File: config.mk
export PLATFORM = sky130hd
export DESIGN_NAME = core_ex_lsu_ctrl
export DESIGN_NICKNAME = d
export VERILOG_FILES = /design/src/rtl/core_ex_lsu_ctrl_pkg.sv /design/src/rtl/core_ex_lsu_ctrl_align.sv /design/src/rtl/core_ex_lsu_ctrl.sv
export SDC_FILE = /design/constraint.sdc
export NUM_CORES = 1
export LEC_CHECK = 0
export BUFFER_PORTS_ARGS = -buffer_cell sky130_fd_sc_hd__buf_4
export CAP_MARGIN = 0
export CORE_UTILIZATION = 30
export CTS_CLUSTER_DIAMETER = 80
export CTS_CLUSTER_SIZE = 14
export DETAILED_ROUTE_END_ITERATION = 10
export PLACE_DENSITY = 0.59
export SLEW_MARGIN = 30
export SYNTH_ARGS = -nofsm -noshare
export SYNTH_HDL_FRONTEND = slang
export SYNTH_SLANG_ARGS = --single-unit
File: constraint.sdc
create_clock -name clk -period 2.5 [get_ports clk]
set_input_delay 0.25 -clock clk [delete_from_list [all_inputs] [get_ports clk]]
set_output_delay 0.25 -clock clk [all_outputs]
set_load 0.005 [all_outputs]
File: src/rtl/core_ex_lsu_ctrl_pkg.sv
// Shared widths, instruction bit positions, cause codes and sequencer state
// encoding for the EX-stage load/store controller.
package core_ex_lsu_ctrl_pkg;

    localparam int CORE_XLEN            = 32;
    localparam int CORE_LSU_INST_WIDTH  = 4;
    localparam int CORE_LSU_WMASK_WIDTH = 4;

    localparam int CORE_LSU_INST_B  = 0;
    localparam int CORE_LSU_INST_H  = 1;
    localparam int CORE_LSU_INST_W  = 2;
    localparam int CORE_LSU_INST_LU = 3;

    localparam logic [1:0] CORE_LSU_CAUSE_NONE = 2'b00;
    localparam logic [1:0] CORE_LSU_CAUSE_LMA  = 2'b01;
    localparam logic [1:0] CORE_LSU_CAUSE_SMA  = 2'b10;
    localparam logic [1:0] CORE_LSU_CAUSE_AF   = 2'b11;

    typedef enum logic [1:0] {
        LSU_IDLE  = 2'b00,
        LSU_REQ   = 2'b01,
        LSU_RSP   = 2'b10,
        LSU_DRAIN = 2'b11
    } lsu_state_e;

    // Natural alignment: halfwords on even bytes, words on word boundaries.
    function automatic logic lsu_misaligned(
        input logic [CORE_LSU_INST_WIDTH-1:0] inst,
        input logic [1:0]                     addr_lo
    );
        logic mis;
        mis = 1'b0;
        if (inst[CORE_LSU_INST_W]) begin
            mis = (addr_lo != 2'b00);
        end else if (inst[CORE_LSU_INST_H]) begin
            mis = addr_lo[0];
        end else begin
            mis = 1'b0;
        end
        return mis;
    endfunction

endpackage

File: src/rtl/core_ex_lsu_ctrl_align.sv
// Byte-lane alignment datapath: store mask/data lane shifting and
// load data extraction with sign or zero extension.
module core_ex_lsu_align
    import core_ex_lsu_ctrl_pkg::*;
(
    input  logic [CORE_LSU_INST_WIDTH-1:0]  inst,
    input  logic [1:0]                      addr_lo,
    input  logic                            wen,
    input  logic [CORE_XLEN-1:0]            wdata,
    input  logic [CORE_XLEN-1:0]            rdata,
    output logic [CORE_LSU_WMASK_WIDTH-1:0] wmask,
    output logic [CORE_XLEN-1:0]            wdata_sh,
    output logic [CORE_XLEN-1:0]            rdata_al
);

    logic [4:0]                      shamt_s;
    logic [CORE_XLEN-1:0]            rshift_s;
    logic [CORE_LSU_WMASK_WIDTH-1:0] mask_base_s;
    logic                            sext_s;

    // Lane shift by byte offset; size bits select the extract width, no size bit behaves as a word.
    always_comb begin
        shamt_s  = {addr_lo, 3'b000};
        rshift_s = rdata >> shamt_s;
        wdata_sh = wdata << shamt_s;
        sext_s   = ~inst[CORE_LSU_INST_LU];
        if (inst[CORE_LSU_INST_B]) begin
            mask_base_s = 4'b0001;
            rdata_al    = {{(CORE_XLEN-8){sext_s & rshift_s[7]}}, rshift_s[7:0]};
        end else if (inst[CORE_LSU_INST_H]) begin
            mask_base_s = 4'b0011;
            rdata_al    = {{(CORE_XLEN-16){sext_s & rshift_s[15]}}, rshift_s[15:0]};
        end else begin
            mask_base_s = 4'b1111;
            rdata_al    = rshift_s;
        end
        if (wen) begin
            wmask = mask_base_s << addr_lo;
        end else begin
            wmask = 4'b0000;
        end
    end

endmodule

File: src/rtl/core_ex_lsu_ctrl.sv
// EX-stage load/store sequencer: alignment check, single outstanding
// memory access with response timeout, and one completion record per request.
module core_ex_lsu_ctrl
    import core_ex_lsu_ctrl_pkg::*;
#(
    parameter int RSP_TIMEOUT = 255
) (
    input  logic                            clk,
    input  logic                            rst_n,
    input  logic                            flush,
    input  logic                            req_valid,
    output logic                            req_ready,
    input  logic                            req_wen,
    input  logic [CORE_LSU_INST_WIDTH-1:0]  req_lsu_inst,
    input  logic [CORE_XLEN-1:0]            req_addr,
    input  logic [CORE_XLEN-1:0]            req_wdata,
    input  logic [4:0]                      req_rd,
    output logic                            mem_req_valid,
    input  logic                            mem_req_ready,
    output logic [CORE_XLEN-1:0]            mem_req_addr,
    output logic                            mem_req_wen,
    output logic [CORE_XLEN-1:0]            mem_req_wdata,
    output logic [CORE_LSU_WMASK_WIDTH-1:0] mem_req_wmask,
    input  logic                            mem_rsp_valid,
    input  logic [CORE_XLEN-1:0]            mem_rsp_rdata,
    input  logic                            mem_rsp_err,
    output logic                            cmp_valid,
    output logic                            cmp_rd_wen,
    output logic [4:0]                      cmp_rd,
    output logic [CORE_XLEN-1:0]            cmp_data,
    output logic                            cmp_exc,
    output logic [1:0]                      cmp_cause,
    output logic                            busy
);

    localparam logic [7:0] TO_LIMIT = 8'(RSP_TIMEOUT - 1);

    lsu_state_e                     state_r, state_s;
    logic                           wen_r;
    logic [CORE_LSU_INST_WIDTH-1:0] inst_r;
    logic [CORE_XLEN-1:0]           addr_r;
    logic [CORE_XLEN-1:0]           wdata_r;
    logic [4:0]                     rd_r;
    logic [7:0]                     cnt_r, cnt_s;

    logic                           accept_s;
    logic                           misal_s;
    logic                           expired_s;

    logic                           cmp_valid_r, cmp_valid_s;
    logic                           cmp_rd_wen_r, cmp_rd_wen_s;
    logic [4:0]                     cmp_rd_r, cmp_rd_s;
    logic [CORE_XLEN-1:0]           cmp_data_r, cmp_data_s;
    logic                           cmp_exc_r, cmp_exc_s;
    logic [1:0]                     cmp_cause_r, cmp_cause_s;

    logic [CORE_LSU_WMASK_WIDTH-1:0] wmask_s;
    logic [CORE_XLEN-1:0]            wdata_sh_s;
    logic [CORE_XLEN-1:0]            rdata_al_s;

    core_ex_lsu_align u_align (
        .inst     (inst_r),
        .addr_lo  (addr_r[1:0]),
        .wen      (wen_r),
        .wdata    (wdata_r),
        .rdata    (mem_rsp_rdata),
        .wmask    (wmask_s),
        .wdata_sh (wdata_sh_s),
        .rdata_al (rdata_al_s)
    );

    assign req_ready     = (state_r == LSU_IDLE) & ~flush;
    assign accept_s      = req_valid & req_ready;
    assign misal_s       = lsu_misaligned(req_lsu_inst, req_addr[1:0]);
    assign expired_s     = (cnt_r >= TO_LIMIT);
    assign busy          = (state_r != LSU_IDLE);

    assign mem_req_valid = (state_r == LSU_REQ);
    assign mem_req_addr  = {addr_r[CORE_XLEN-1:2], 2'b00};
    assign mem_req_wen   = wen_r;
    assign mem_req_wdata = wdata_sh_s;
    assign mem_req_wmask = wmask_s;

    assign cmp_valid     = cmp_valid_r;
    assign cmp_rd_wen    = cmp_rd_wen_r;
    assign cmp_rd        = cmp_rd_r;
    assign cmp_data      = cmp_data_r;
    assign cmp_exc       = cmp_exc_r;
    assign cmp_cause     = cmp_cause_r;

    // Next-state, timeout counter and completion record; flush outranks every other input.
    always_comb begin
        state_s      = state_r;
        cnt_s        = cnt_r;
        cmp_valid_s  = 1'b0;
        cmp_rd_wen_s = 1'b0;
        cmp_rd_s     = rd_r;
        cmp_data_s   = '0;
        cmp_exc_s    = 1'b0;
        cmp_cause_s  = CORE_LSU_CAUSE_NONE;
        case (state_r)
            LSU_IDLE: begin
                if (accept_s && misal_s) begin
                    cmp_valid_s = 1'b1;
                    cmp_exc_s   = 1'b1;
                    cmp_cause_s = req_wen ? CORE_LSU_CAUSE_SMA : CORE_LSU_CAUSE_LMA;
                    cmp_data_s  = req_addr;
                    cmp_rd_s    = req_rd;
                end else if (accept_s) begin
                    state_s = LSU_REQ;
                end else begin
                    state_s = LSU_IDLE;
                end
            end
            LSU_REQ: begin
                if (flush) begin
                    state_s = LSU_IDLE;
                end else if (mem_req_ready) begin
                    state_s = LSU_RSP;
                    cnt_s   = 8'd0;
                end else begin
                    state_s = LSU_REQ;
                end
            end
            LSU_RSP: begin
                if (flush) begin
                    state_s = LSU_DRAIN;
                    cnt_s   = cnt_r + 8'd1;
                end else if (mem_rsp_valid) begin
                    state_s     = LSU_IDLE;
                    cmp_valid_s = 1'b1;
                    if (mem_rsp_err) begin
                        cmp_exc_s   = 1'b1;
                        cmp_cause_s = CORE_LSU_CAUSE_AF;
                        cmp_data_s  = addr_r;
                    end else if (!wen_r) begin
                        cmp_rd_wen_s = 1'b1;
                        cmp_data_s   = rdata_al_s;
                    end else begin
                        cmp_rd_wen_s = 1'b0;
                    end
                end else if (expired_s) begin
                    state_s     = LSU_IDLE;
                    cmp_valid_s = 1'b1;
                    cmp_exc_s   = 1'b1;
                    cmp_cause_s = CORE_LSU_CAUSE_AF;
                    cmp_data_s  = addr_r;
                end else begin
                    cnt_s = cnt_r + 8'd1;
                end
            end
            LSU_DRAIN: begin
                // The bus still owes a beat; swallow it (or give up) silently.
                if (mem_rsp_valid || expired_s) begin
                    state_s = LSU_IDLE;
                end else begin
                    cnt_s = cnt_r + 8'd1;
                end
            end
            default: begin
                state_s = LSU_IDLE;
            end
        endcase
    end

    // State, counter and completion registers.
    always_ff @(posedge clk or negedge rst_n) begin
        if (!rst_n) begin
            state_r      <= LSU_IDLE;
            cnt_r        <= 8'd0;
            cmp_valid_r  <= 1'b0;
            cmp_rd_wen_r <= 1'b0;
            cmp_rd_r     <= 5'd0;
            cmp_data_r   <= '0;
            cmp_exc_r    <= 1'b0;
            cmp_cause_r  <= CORE_LSU_CAUSE_NONE;
        end else begin
            state_r      <= state_s;
            cnt_r        <= cnt_s;
            cmp_valid_r  <= cmp_valid_s;
            cmp_rd_wen_r <= cmp_rd_wen_s;
            cmp_rd_r     <= cmp_rd_s;
            cmp_data_r   <= cmp_data_s;
            cmp_exc_r    <= cmp_exc_s;
            cmp_cause_r  <= cmp_cause_s;
        end
    end

    // Request latch, loaded on every accepted request.
    always_ff @(posedge clk or negedge rst_n) begin
        if (!rst_n) begin
            wen_r   <= 1'b0;
            inst_r  <= '0;
            addr_r  <= '0;
            wdata_r <= '0;
            rd_r    <= 5'd0;
        end else if (accept_s) begin
            wen_r   <= req_wen;
            inst_r  <= req_lsu_inst;
            addr_r  <= req_addr;
            wdata_r <= req_wdata;
            rd_r    <= req_rd;
        end else begin
            wen_r   <= wen_r;
            inst_r  <= inst_r;
            addr_r  <= addr_r;
            wdata_r <= wdata_r;
            rd_r    <= rd_r;
        end
    end

endmodule

# Word-level counts from Yosys, hierarchy flattened
# Cells that the tools add are included.
# totals
n_memories,0
elab_cells,96
output_inout_bits,114
latch_bits,0
input_bits,113
regBits,126
ramBits,0
romBits,0
# classes
div,0
mux,53
shift,3
eq_ne,11
add_sub_neg,1
n_mul,0
n_bitwise,6
magnitude_cmp,1
n_reduce_logical,8
# op_table
cell,count
two-way mux 32 bit,8
case mux 32 bit (2 select lines),1
two-way mux 8 bit,6
<< shifter 32 x 5 -> 32 bit,1
right shift 32 x 5 -> 32 bit,1
two-way mux 2 bit,13
case mux 8 bit (3 select lines),1
two-way mux 1 bit,15
two-way mux 4 bit,3
two-way mux 5 bit,2
adder 8 x 1 -> 8 bit (second input constant),1
>= comparator 8 bit (second input constant),1
inequality test 2 bit (second input constant),4
case mux 2 bit (4 select lines),1
inequality test 3 bit (second input constant),2
AND reduction 6 bit,1
AND 1 bit,4
equality test 2 bit (second input constant),2
inequality test 4 bit (second input constant),1
case mux 1 bit (2 select lines),2
case mux 2 bit (2 select lines),1
nonzero test 2 bit,2
<< shifter 4 x 2 -> 4 bit,1
AND reduction 3 bit,1
other kinds (7),8

# Logic depth before layout (Yosys ltp)
# logic_depth
word_depth,9
ltp_mapped,9
ltp_nobuf,7

# By module
# A second synthesis with hierarchy kept.
# hier_totals
hier_cells,767
area_unflattened_um2,6750.2
# by_module_without_submodules
module,seq_area_each_um2,cells_per_inst,area_each_um2,instances
core_ex_lsu_ctrl,3153.0,557,5462.7,1
core_ex_lsu_align,0.0,210,1287.5,1

# Least setup slack after synthesis
# No wires, ideal clock.
# synth_path
kind,flip-flop to flip-flop
from,register cnt_r[0]
to,"register cmp_data_r[7], in the netlist cmp_data[7]"
stages_incl_launch_ff,10
setup_time_ps,127
path_buffers,2
arrival_time_ps,1685
synth_period_minus_slack_ps,1812
setup_slack_ps,688
required_ps,2373
path_cell_list,dfrtp_1 inv_1 ha_1 o211ai_2 o31ai_1 and2_1 buf_2 buf_4 a222oi_1 inv_1
# synth_via
elab_chain_cells,5
# synth_rtl
item,line,source
"start, declared",core_ex_lsu_ctrl.sv:44,"logic [7:0] cnt_r, cnt_s;"
"start signal, assigned",core_ex_lsu_ctrl.sv:179,cnt_r <= cnt_s;
>= comparator 8 bit,core_ex_lsu_ctrl.sv:75,assign expired_s = (cnt_r >= TO_LIMIT);
two-way mux 32 bit,core_ex_lsu_ctrl.sv:142,end else if (expired_s) begin
two-way mux 32 bit,core_ex_lsu_ctrl.sv:129,end else if (mem_rsp_valid) begin
two-way mux 32 bit,core_ex_lsu_ctrl.sv:126,if (flush) begin
case mux 32 bit (2 select lines),core_ex_lsu_ctrl.sv:101,case (state_r)
via cmp_data_s[7],core_ex_lsu_ctrl.sv:53,"logic [CORE_XLEN-1:0] cmp_data_r, cmp_data_s;"
"end signal, assigned",core_ex_lsu_ctrl.sv:183,cmp_data_r <= cmp_data_s;
"end, declared",core_ex_lsu_ctrl.sv:53,
# The timed path passes the listed nets, and every way through them passes these cells.
# A chain may end at the register's enable or synchronous reset.

# Final worst setup path
# layout_path
from,register addr_r[0]
to,output port mem_req_wmask[2]
# layout_via
elab_chain_cells,2
# layout_rtl
item,line,source
"start, declared",core_ex_lsu_ctrl.sv:41,logic [CORE_XLEN-1:0] addr_r;
"start signal, assigned",core_ex_lsu_ctrl.sv:200,addr_r <= req_addr;
"start signal, assigned",core_ex_lsu_ctrl.sv:206,addr_r <= addr_r;
<< shifter 4 x 2 -> 4 bit,core_ex_lsu_ctrl_align.sv:38,wmask = mask_base_s << addr_lo;
two-way mux 4 bit,core_ex_lsu_ctrl_align.sv:37,if (wen) begin
"end, declared",core_ex_lsu_ctrl.sv:23,"output logic [CORE_LSU_WMASK_WIDTH-1:0] mem_req_wmask,"
# No other way between the ends.

==> impl_metrics.tcl <==
set metrics [dict create \
    clock_latency_ns 0.42 \
    cp-end-kind "output pin" \
    clockBufferDepth 2 \
    fin_crit_ns 2.250 \
    die_y_um 149.1 \
    cp_num_cells 6 \
    synth_edf_count 0 \
    antenna_cells 0 \
    dieWidth_um 149.1 \
    powerDensity_nw_per_um2 985.0 \
    fmax_mhz 444.4 \
    relSlewSlack_pct 59.03 \
    layout_commonest_cell "buf_4" \
    worstSetupPathType "register to output pin" \
    multiInputGateArea_um2 2863 \
    switchingPower_mw 2.937 \
    maxCapViolCount 0 \
    area_growth_pct 35.07 \
    yosysTopAreaCellShare_pct 48.20 \
    grt_usage_pct 18.29 \
    fin_skew_ns 0.009899 \
    ys_warn_count 0 \
    nNetsFinal 896 \
    yosys-top-cells-area "dfrtp_1 48%, mux2_2 8.7%, mux2i_1 5.4%" \
    setup_tns_ns 0 \
    cp_max_fo 30 \
    setup_ws_ns 0.2499 \
    grt-ovfl-total 0 \
    clkPwrFrac_pct 27.1 \
    start_util_pct 30.78 \
    dp_cells 1036 \
    synth-seq-cells 125 \
    ctsResizeCount 0 \
    pwr-share-seq_pct 35.9 \
    grt_first_pass_wirelength_mm 30.22 \
    boundaryPins 227 \
    worstPathArrival_ns 2.00 \
    core_area_um2 21090 \
    synth_cell_types 56 \
    core.rowCount 53 \
    cts_tree "yes" \
    wl_per_cell_um 18.83 \
    place_congestion 0.8000 \
    r2r_cells 5 \
    syn-instance-count 596 \
    place_ws_ns 0.4406 \
    num-fill-cells 2088 \
    viasPerCell 4.878 \
    port_buffers 224 \
    grt_start_max_net_pins 85 \
    seq_area_um2 3133 \
    cts_buffers 17 \
    finalMaxSlewViolations 0 \
    final_cell_mix "235 x buf_4, 123 x dfrtp_1, 55 x nand2_1" \
    pwr-share-comb_pct 37.0 \
    hold_path.class "input pin to register" \
    finalCritPeriodShare_pct 90.00 \
    critPathBufInv 3 \
    setup_viol 0 \
    synth_flop_cell "dfrtp_1" \
    ant_nets 0 \
    layout-drive-gt1-share_pct 42.50 \
    setup.worst_path.start_class "register" \
    cts_htree_levels 4 \
    slowest_stage "dfrtp_4" \
    hold_depth 3 \
    path_cells "buf_4 > inv_1 > a211oi_1 > nor2_1 > nor2_1 > buf_4" \
    p_int_mw 5.697 \
    root_buffer "clkbuf_16" \
    grt_pass1_vias 5327 \
    path_delay_family "buffers and inverters" \
    routed_wl_mm 20.11 \
    worst_pin_slew_ns 0.6146 \
    first_iter_violations 128 \
    dp_hpwl_mm 14.60 \
    postPlaceCellArea_um2 8205 \
    yosysTopAreaCell "dfrtp_1" \
    hold_violations 0 \
    worst_path_largest_cell_delay_ns 0.46 \
    rsz0062_at_grt "no" \
    clkSinkCount 125 \
    async_flop_share_pct 100.0 \
    num_vias 5210 \
    max-vdd-ir-drop_mv 0.4957 \
    required_ns 2.25 \
    final_area_um2 8766 \
    syn_area_per_cell_um2 10.89 \
    antenna_found_initial 1 \
    status "completed" \
    seq_area_frac_synth_pct 48.20 \
    drc 0 \
    p_leak_nw 4.078 \
    p_sw_share_pct 34.02 \
    mappedNetlistArea_um2 6490 \
    clk_pin_slew_worst_paths_ns 0.06 \
    fin_cells 1068 \
    die_area_um2 22220 \
    utilization_pct 41.57 \
    drtPass1Iterations 4 \
]
[synth_stat cells, drive strengths merged (3+ instances only)]
cell,number
buf,68
a21o,3
o21ai,27
clkbuf,7
a21oi,15
nand4,10
o31ai,3
or3,3
and2,11
mux2i,35
dfrtp,125
mux2,70
a211oi,28
nor2b,19
nor3,3
xor2,4
nand2,55
inv,8
o2111ai,8
nor2,27
a22oi,7
a221o,5
o211ai,5
nand3,22
[power groups by stage]
| stage | Sequential (mW) | Clock, mW | Combinational, mW |
|---|---|---|---|
| after floorplan | 2.94 | 0 | 2.02 |
| after global placement | 3.13 | 0 | 3.21 |
| after detailed placement | 3.14 | 0 | 3.22 |
| after CTS | 3.10 | 2.41 | 3.24 |
| after global routing | 3.19 | 2.50 | 3.51 |
| final | 3.10 | 2.34 | 3.20 |
[flip-flops by register name (all words and copies together) (netlist names)]
signal / flops
addr_r: 32
cmp_cause: 2
cmp_data: 32
cmp_exc: 1
cmp_rd: 5
cmp_rd_wen: 1
cmp_valid: 1
cnt_r: 8
inst_r: 3
mem_req_wen: 1
rd_r: 5
state_r: 2
wdata_r: 32
[area by class of cell]
cell class	instances	area share [%]
timing repair buffer	240	21.05
clock buffer	19	4.939
clock inverter	12	1.342
multi-input combinational	389	32.66
sequential	125	35.74
inverter	8	0.3426
tap	275	3.925
[through the flow]
step | hold WS, ns | power [mW]
finish | 0.03631 | 8.634
global route | 0.03074 | 9.192
CTS | 0.009732 | 8.748
detailed placement | 0.2526 | 6.361
global placement | 0.2542 | 6.334
floorplan | -0.04559 | 4.960
[kinds of logic after synthesis]
kind of cell | share of synthesized area [%]
and+or+nand+nor | 12.92
DFF | 48.20
adders and majority gates | 0.3855
buffers and inverters | 7.827
xor gates and xnor gates | 0.5398
muxes | 17.54
AOI/OAI and AO/OA | 12.53
other | 0.05778
[path summary, 6_finish.rpt]
| path | startpoint | end | slack (ns) |
|---|---|---|---|
| worst max register to register | state_r[0]$_DFFE_PN0P_ | cnt_r[4]$_DFFE_PN0P_ | 0.42 |
| worst min register to register | rd_r[2]$_DFFE_PN0P_ | cmp_rd[2]$_DFF_PN0_ | 0.47 |
| max in group asynchronous | rst_n | wdata_r[6]$_DFFE_PN0P_ | 1.46 |
| worst max-delay path | addr_r[0]$_DFFE_PN0P_ | mem_req_wmask[2] | 0.25 |
| worst min-delay path | req_rd[0] | cmp_rd[0]$_DFF_PN0_ | 0.04 |
| min in group asynchronous | rst_n | state_r[0]$_DFFE_PN0P_ | 0.37 |
[what timing repair did]
action / in CTS / in global routing
hold endpoints to repair: 50 / 0
hold buffers: 1 / 0
setup buffers: 0 / 0
[per-layer routing]
| layer | track usage, % | part of all wire (%) |
|---|---|---|
| met5 | 0 | 0.085 |
| met4 | 5.051 | 1.1 |
| met2 | 30.72 | 49 |
| met1 | 21.83 | 41 |
| met3 | 6.758 | 9.1 |
[worst reg2reg max path, stage by stage (launching register included)]
cell	delay, ns
dfrtp_1	0.51
nor2b_1	0.29
and3b_1	0.55
o211ai_4	0.17
or3_1	0.33
a21oi_1	0.15
No activity file was read; power rests on OpenSTA's default activity.
